--- config.mk ---
export PLATFORM = sky130hd
export DESIGN_NAME = display_mux
export DESIGN_NICKNAME = d
export VERILOG_FILES = /design/src/rtl/display_mux.sv
export SDC_FILE = /design/constraint.sdc
export NUM_CORES = 1
export LEC_CHECK = 0
export CAP_MARGIN = 20
export CORE_MARGIN = 2
export CORE_UTILIZATION = 30
export DETAILED_ROUTE_END_ITERATION = 6
export SLEW_MARGIN = 20
export SYNTH_ARGS = -nofsm -noshare
export SYNTH_HDL_FRONTEND = slang
export SYNTH_SLANG_ARGS = --single-unit
--- constraint.sdc ---
create_clock -name clk -period 5.75 [get_ports clk]
set_clock_uncertainty 0.2 [all_clocks]
set_input_delay 1.4375 -clock clk [delete_from_list [all_inputs] [get_ports clk]]
set_output_delay 1.4375 -clock clk [all_outputs]
set_load 0.03 [all_outputs]
--- src/rtl/display_mux.sv ---
// display_mux: alternates two synchronized switch digits onto a shared 4-bit
// seven-segment bus, driving one anode per digit with blanking gaps between them.
module display_mux #(
    parameter int unsigned REFRESH_CYCLES = 24000,
    parameter int unsigned BLANK_CYCLES   = 240
) (
    input  logic       clk,
    input  logic       reset,
    input  logic [3:0] s1,
    input  logic [3:0] s2,
    output logic [3:0] s_out,
    output logic       anode1_en,
    output logic       anode2_en
);

    localparam int unsigned MAX_CYCLES = (REFRESH_CYCLES > BLANK_CYCLES) ? REFRESH_CYCLES : BLANK_CYCLES;
    localparam int unsigned CNT_W      = (MAX_CYCLES > 1) ? $clog2(MAX_CYCLES) : 1;
    localparam int unsigned DIGIT_W    = 4;

    localparam logic [CNT_W-1:0] REFRESH_TC = CNT_W'(REFRESH_CYCLES - 1);
    localparam logic [CNT_W-1:0] BLANK_TC   = CNT_W'(BLANK_CYCLES - 1);

    typedef enum logic [1:0] {
        BLANK1 = 2'd0,
        DIG1   = 2'd1,
        BLANK2 = 2'd2,
        DIG2   = 2'd3
    } state_e;

    state_e             state_q, state_d;
    logic [CNT_W-1:0]   cnt_q, cnt_d;
    logic [DIGIT_W-1:0] s1_meta_q, s1_sync_q;
    logic [DIGIT_W-1:0] s2_meta_q, s2_sync_q;
    logic [DIGIT_W-1:0] s_out_q, s_out_d;
    logic               anode1_q, anode1_d;
    logic               anode2_q, anode2_d;
    logic [CNT_W-1:0]   term_cnt_c;

    // Two-flop synchronizers for the asynchronous switch digits.
    always_ff @(posedge clk) begin
        if (reset) begin
            s1_meta_q <= '0;
            s1_sync_q <= '0;
            s2_meta_q <= '0;
            s2_sync_q <= '0;
        end else begin
            s1_meta_q <= s1;
            s1_sync_q <= s1_meta_q;
            s2_meta_q <= s2;
            s2_sync_q <= s2_meta_q;
        end
    end

    // State, dwell counter and registered display outputs.
    always_ff @(posedge clk) begin
        if (reset) begin
            state_q  <= BLANK1;
            cnt_q    <= '0;
            s_out_q  <= '0;
            anode1_q <= 1'b0;
            anode2_q <= 1'b0;
        end else begin
            state_q  <= state_d;
            cnt_q    <= cnt_d;
            s_out_q  <= s_out_d;
            anode1_q <= anode1_d;
            anode2_q <= anode2_d;
        end
    end

    // Next state: advance round the fixed ring at terminal count; digit and
    // anode change together on the entry edge so no stale digit is ever lit.
    always_comb begin
        state_d    = state_q;
        cnt_d      = cnt_q + CNT_W'(1);
        s_out_d    = s_out_q;
        anode1_d   = anode1_q;
        anode2_d   = anode2_q;
        term_cnt_c = BLANK_TC;

        if (state_q == DIG1 || state_q == DIG2) begin
            term_cnt_c = REFRESH_TC;
        end

        if (cnt_q == term_cnt_c) begin
            cnt_d = '0;
            unique case (state_q)
                BLANK1: begin
                    state_d  = DIG1;
                    s_out_d  = s1_sync_q;
                    anode1_d = 1'b1;
                end
                DIG1: begin
                    state_d  = BLANK2;
                    anode1_d = 1'b0;
                end
                BLANK2: begin
                    state_d  = DIG2;
                    s_out_d  = s2_sync_q;
                    anode2_d = 1'b1;
                end
                DIG2: begin
                    state_d  = BLANK1;
                    anode2_d = 1'b0;
                end
                default: begin
                    state_d = BLANK1;
                end
            endcase
        end
    end

    assign s_out     = s_out_q;
    assign anode1_en = anode1_q;
    assign anode2_en = anode2_q;

endmodule

* Yosys cells after proc, flatten, opt, wreduce, memory -nomap -nowiden
Index checks and enable logic that the tools add are counted.
** Word-level totals
- Input port bits :: 10
- Logic and storage cells :: 28
- Flip-flop bits (word level) :: 39
- Output and inout bits :: 6
** Operators by class
- Muxes and demuxes :: 5
- Equal/unequal tests :: 4
- Reductions and logical operators :: 9
- $add $sub $neg :: 1
** Operators with widths (number)
- adder 15 x 1 -> 15 bit, second input constant :: 1
- equality test 15 bit :: 1
- 2-to-1 mux 15 bit :: 1
- one-hot mux 2 bit (4 select lines) :: 1
- one-hot mux 4 bit (2 select lines) :: 1
- AND reduction 2 bit :: 3
- nonzero test 2 bit :: 3
- equality test 2 bit, second input constant :: 2
- one-hot mux 1 bit (2 select lines) :: 2
- equality test 2 x 1 -> 1 bit, second input constant :: 1
- zero test 2 bit :: 1
- OR reduction 2 bit :: 1
- logical OR 1 bit :: 1

* Logic depth before layout (Yosys ltp)
Gate-level depths: netlist (run 1).
- Depth in word-level cells :: 5
- Depth in mapped cells :: 6

* Worst setup path before layout (run 1)
No wires, ideal clock.
- Path type :: input-to-reg
- From :: in reset
- To :: reg cnt_q[10]
- Required time :: 5486 ps
- Arrival time :: 1924 ps
- Stages on the path :: 3
- Setup slack :: 3562 ps
- Buffers on the path :: 1
- Cells stage by stage :: a31o_2 > buf_2 > nor2_1
** Between the ends
- Cells in the longest elaborated chain, start to end :: 1
** Ends and longest elaborated chain
- start, declared :: line 8 : input logic reset,
- OR reduction 2 bit (no line)
- end signal, assigned :: line 64 : cnt_q <= cnt_d;
- end, declared :: line 31 : logic [CNT_W-1:0] cnt_q, cnt_d;
Every way passes these cells.
A chain may end at the register's enable or synchronous reset.

* Worst setup path in the final report (run 1)
- From :: in reset
- To :: reg cnt_q[6]
Same word-level chain as after synthesis.

==> results of run 1 <==
registers in the layout (all words and copies together), names as in the netlist:
register	cells
cnt_q	15
s1_meta_q	4
s1_sync_q	4
s2_meta_q	4
s2_sync_q	4
s_out	4
state_q	2
anode1_en	1
anode2_en	1
synthesized netlist by cell type, types with 2 or more instances:
cell / count / area, um^2
nor2_1: 20 / 75.1
a221oi_1: 4 / 35.0
clkbuf_1: 3 / 11.3
a211oi_1: 2 / 15.0
o21ai_0: 3 / 15.0
nand2_1: 8 / 30.0
buf_2: 2 / 10.0
dfxtp_1: 39 / 781
nand4_1: 3 / 18.8
nor3_1: 4 / 20.0
xor2_1: 3 / 26.3
ha_1: 5 / 62.6
xnor2_1: 10 / 87.6
nor4_1: 4 / 25.0
inv_1: 10 / 37.5
a41oi_1: 2 / 17.5
nand3_1: 5 / 25.0
nor2b_1: 17 / 106
worst paths after layout:
check,start,to,slack (ns),cells past startpoint
max,reset,cnt_q[6],2.74,3
min,s2_meta_q[3],s2_sync_q[3],0.24,1
max reg2reg,cnt_q[0],s_out[0],3.60,5
min reg2reg,s2_meta_q[3],s2_sync_q[3],0.24,1
kinds of logic (layout without fill, tap and decap cells):
| family | count (synthesis) | after routing | share of synthesized area (%) |
|---|---|---|---|
| AOI/OAI and AO/OA | 19 | 19 | 10.9 |
| xor gates and xnor gates | 13 | 13 | 7.27 |
| adders and majority gates | 5 | 5 | 3.99 |
| buffers and inverters | 16 | 34 | 3.99 |
| DFF | 39 | 39 | 49.8 |
| and+or+nand+nor | 67 | 67 | 24.0 |
layer usage:
| metal | up-vias | GRT usage (%) | share of wire, % |
|---|---|---|---|
| met5 | - | 0 | 0 |
| met4 | 0 | 6.00 | 3.0 |
| met3 | 7 | 2.61 | 3.5 |
| met2 | 16 | 15.9 | 46 |
| met1 | 499 | 11.0 | 48 |
| li1 | 572 | - | - |
placed cells by master (no fill, tap or decap), types with 3 or more instances in the layout:
cell type / instances
nor3_1: 4
nand3_1: 5
dfxtp_1: 39
clkdlybuf4s50_1: 15
nor4_1: 4
nand2_1: 8
a221oi_1: 4
nand4_1: 3
ha_1: 5
nor2_1: 20
nor2b_1: 17
inv_1: 10
xor2_1: 3
clkbuf_8: 5
o21ai_0: 3
xnor2_1: 10
worst max-delay path, cell delays in order:
cell             delay, ns
clkdlybuf4s50_1       1.04
a31o_2                0.41
nor2_1                0.09
per-stage QoR:
stage	util [%]	hold WS, ns
2_1_floorplan	-	0.214
3_3_place_gp	35.1	0.217
3_5_place_dp	35.1	0.220
4_1_cts	37.0	0.244
5_1_grt	37.0	0.260
6_report	37.0	0.239
final cells by class:
cell class / count / area (um^2)
fill: 556 / 3200
timing repair buffer: 15 / 150
multi-input combinational: 104 / 723
tap: 70 / 87.6
inverter: 11 / 41.3
sequential: 39 / 781
clock buffer: 5 / 68.8
clock inverter: 3 / 25.0
power by group:
part | switching, mW | total [mW] | internal, mW
logic | 0.00779 | 0.0183 | 0.0105
registers | 0.00315 | 0.280 | 0.277
clock network | 0.0992 | 0.186 | 0.0865
==> results_dict.tcl, run 1 <==
set metrics [dict create \
    status "completed" \
    grt_pass1_vias 1011 \
    synth.net_count 174 \
    port_buffers 15 \
    arrival_ns 2.98 \
    tightest_slew_ns 0.867 \
    layout-drive-gt1-share_pct 10.2 \
    rsz0062_at_grt "no" \
    setup_violations 0 \
    viasPerCell 4.43 \
    postCtsSetupRepairBufs 0 \
    die_h_um 76.3 \
    root_buffer "clkbuf_8" \
    total_power_mw 0.484 \
    yosysWarningCount 0 \
    fmax_mhz 332 \
    overflow 0 \
    die_w_um 76.3 \
    cap_violations 0 \
    end_kind "flip-flop" \
    cp.required_ns 5.72 \
    drtAntennaViolNets 0 \
    hold_violations 0 \
    setup_slack_ns 2.74 \
    cts_resized 0 \
    tns_ns 0 \
    ios 16 \
    dp_worst_setup_slack_ns 2.41 \
    wire_per_inst_um 10.3 \
    cts_tree "done" \
    synthesis.instances 159 \
    synth.avg_cell_area_um2 9.85 \
    routabilityCongestion 0.779 \
    yosys_most_used_dff "dfxtp_1" \
    drc_errors 0 \
    peakVddDrop_mv 0.142 \
    design_area_um2 1880 \
    cts_max_level 2 \
    clock-sinks 39 \
    core-area_um2 5070 \
    drt_wl_total_um 2540 \
    synth_edf_count 0 \
    path_max_fanout 26 \
    dpl_cell_area_um2 1780 \
    nets 191 \
    cts.path.max_buffers 2 \
    start_util_pct 30.9 \
    grt_max_degree 27 \
    dieArea_um2 5820 \
    fin_crit_sh_pct 52.3 \
    grt_pass1_wl_um 4500 \
    track_usage_pct 9.61 \
    dpl.hpwl_um 1790 \
    cts_hold_buf 0 \
    worstSetupPathType "primary input to flip-flop" \
    ys_types 33 \
    area_delta_synth_final_pct 19.8 \
    rows 26 \
    drtIter0Drc 46 \
    p_per_area_nw_per_um2 258 \
    clk_pin_slew_ns 0.08 \
    start_kind "primary input" \
    ys_ff_latch 39 \
    numCtsBuffers 5 \
    min_period_ns 3.01 \
    clk_latency_ns 0.29 \
    relSlewSlack_pct 42.0 \
    vias 1094 \
    slew_violations 0 \
    synth_area_um2 1570 \
    synth-async-reset-ratio_pct 0 \
    antenna_found_initial 0 \
    hp-class "flip-flop to flip-flop" \
    dp.cells 239 \
    num_antenna_cells 0 \
    first_pass_iters 5 \
    ys_seq_area_share_pct 49.8 \
    instances_no_fill 247 \
    p_leak_nw 0.647 \
]
(Power assumes the default switching activity.)
==> inputs of run 2 (changes only) <==
==> constraint.sdc (replaced) <==
create_clock -name clk -period 2.7 [get_ports clk]
set_clock_uncertainty 0.2 [all_clocks]
set_input_delay 0.675 -clock clk [delete_from_list [all_inputs] [get_ports clk]]
set_output_delay 0.675 -clock clk [all_outputs]
set_load 0.03 [all_outputs]
==> run 2 against run 1 <==
Compared with the run above: setup slack lost 2.2 ns; sequential share of layout area shrank 0.14 points; core utilization grew 0.12 points; first-iteration DRC count shrank 6.5%; critical endpoint is now s_out[1].
==> results_dict.tcl, run 2 (synthesis gave the netlist of run 1 again) <==
set metrics [dict create \
    cts.path.max_buffers 2 \
    largest_register_ffs 15 \
    overflow 0 \
    numCtsBuffers 5 \
    design_area_um2 1880 \
    cts_max_level 2 \
    hold_end "s1_sync_q[3]" \
    worstSetupPathType "flip-flop to primary output" \
    end_kind "primary output" \
    clock-sinks 39 \
    peakVddDrop_mv 0.234 \
    port_buffers 15 \
    status "completed" \
    path_max_fanout 2 \
    crit_chain "clkdlybuf4s50_1" \
    core-area_um2 5070 \
    dpl_cell_area_um2 1790 \
    grt_pass1_wl_um 4480 \
    rr_endpoint "s_out[3]" \
    p_leak_nw 0.649 \
    arrival_ns 1.31 \
    cts_resized 0 \
    dieArea_um2 5820 \
    use_met1_pct 10.7 \
    final_cell_mix "39 x dfxtp_1, 20 x nor2_1, 17 x nor2b_1, 15 x clkdlybuf4s50_1" \
    layout-drive-gt1-share_pct 10.7 \
    grt_pass1_vias 1067 \
    vias 1069 \
    use_met2_pct 15.8 \
    drtIter0Drc 43 \
    rows 26 \
    cts_tree "done" \
    first_pass_iters 4 \
    tightest_slew_ns 0.437 \
    ios 16 \
    routabilityCongestion 0.742 \
    p_switching_mw 0.231 \
    dp_worst_setup_slack_ns 0.564 \
    clk_latency_ns 0.29 \
    slowest_delay_ns 0.67 \
    r2r_slack_ns 0.60 \
    internal-power_mw 0.797 \
    busiest_layer "met2" \
    comb_power_share_pct 3.9 \
    drc_errors 0 \
    hp-class "flip-flop to flip-flop" \
    area_delta_synth_final_pct 20.2 \
    drt_wl_total_um 2410 \
    path_delay_family "buffers and inverters" \
    r2r_cells 5 \
    die_w_um 76.3 \
    relSlewSlack_pct 70.8 \
    postCtsSetupRepairBufs 0 \
    crit_buf_inv 1 \
    drtAntennaViolNets 0 \
    wire_per_inst_um 9.70 \
    grt_use_met3_pct 3.08 \
    hp-start "s1_meta_q[3]" \
    start_kind "flip-flop" \
    dpl.hpwl_um 1770 \
    fmax_mhz 458 \
    crit-reg2reg-launch "cnt_q[0]" \
    cts_hold_buf 0 \
    start_util_pct 30.9 \
    hold_depth 1 \
    grt_max_degree 19 \
    swShare_pct 22.4 \
    setup_violations 0 \
    tns_ns 0 \
    clk_pin_slew_ns 0.08 \
    root_buffer "clkbuf_8" \
    antenna_found_initial 0 \
    viasPerCell 4.31 \
    fin_crit_sh_pct 80.9 \
    die_h_um 76.3 \
    min_period_ns 2.19 \
    final_common_cell "dfxtp_1" \
    rsz0062_at_grt "no" \
    clkPwrFrac_pct 38.1 \
    pwr-share-seq_pct 58.0 \
    nets 192 \
    hold_violations 0 \
    cp.required_ns 1.82 \
    track_usage_pct 9.60 \
    p_per_area_nw_per_um2 546 \
    setup_slack_ns 0.515 \
    crit_slowest_cell "clkdlybuf4s50_1" \
    slew_violations 0 \
    cap_violations 0 \
    num_antenna_cells 0 \
    top_register "cnt_q" \
]
## run 2: how the worst max path moves through the flow
stage | from | endpoint | cells past startpoint
after global placement | reset | cnt_q[9] | 3
after CTS | s_out[1] | s_out[1] | 1
after global routing | cnt_q[0] | s_out[0] | 5
after detailed placement | reset | cnt_q[2] | 3
final | s_out[1] | s_out[1] | 1
after floorplan | cnt_q[0] | cnt_q[10] | 6
## run 2: power groups by stage
| stage | logic (mW) | clock network (mW) | registers, mW |
|---|---|---|---|
| after floorplan | 0.0230 | 0 | 0.609 |
| after global placement | 0.0410 | 0 | 0.610 |
| after detailed placement | 0.0407 | 0 | 0.610 |
| after CTS | 0.0408 | 0.411 | 0.597 |
| after global routing | 0.0457 | 0.440 | 0.599 |
| final | 0.0399 | 0.392 | 0.596 |
## run 2: layer usage
| metal | up-vias | part of all wire (%) |
|---|---|---|
| li1 | 573 | - |
| met1 | 471 | 49 |
| met2 | 19 | 44 |
| met3 | 6 | 4.4 |
| met4 | 0 | 3.1 |
| met5 | - | 0 |
## run 2: cell type report
cell class | instances | area, um^2
well taps | 70 | 87.6
clock buffers | 5 | 68.8
repair buffers | 16 | 158
fillers | 522 | 3190
inverters | 11 | 41.3
multi-input cells | 104 | 723
flip-flops and latches | 39 | 781
clock inverters | 3 | 23.8
## run 2: through the flow
step	util, %	hold WS, ns	total power [mW]	cells
after CTS	37.1	0.240	1.05	248
after floorplan	-	0.214	0.632	159
after global routing	37.1	0.261	1.08	248
after detailed placement	35.3	0.220	0.651	240
after global placement	35.3	0.218	0.651	240
final	37.1	0.237	1.03	248
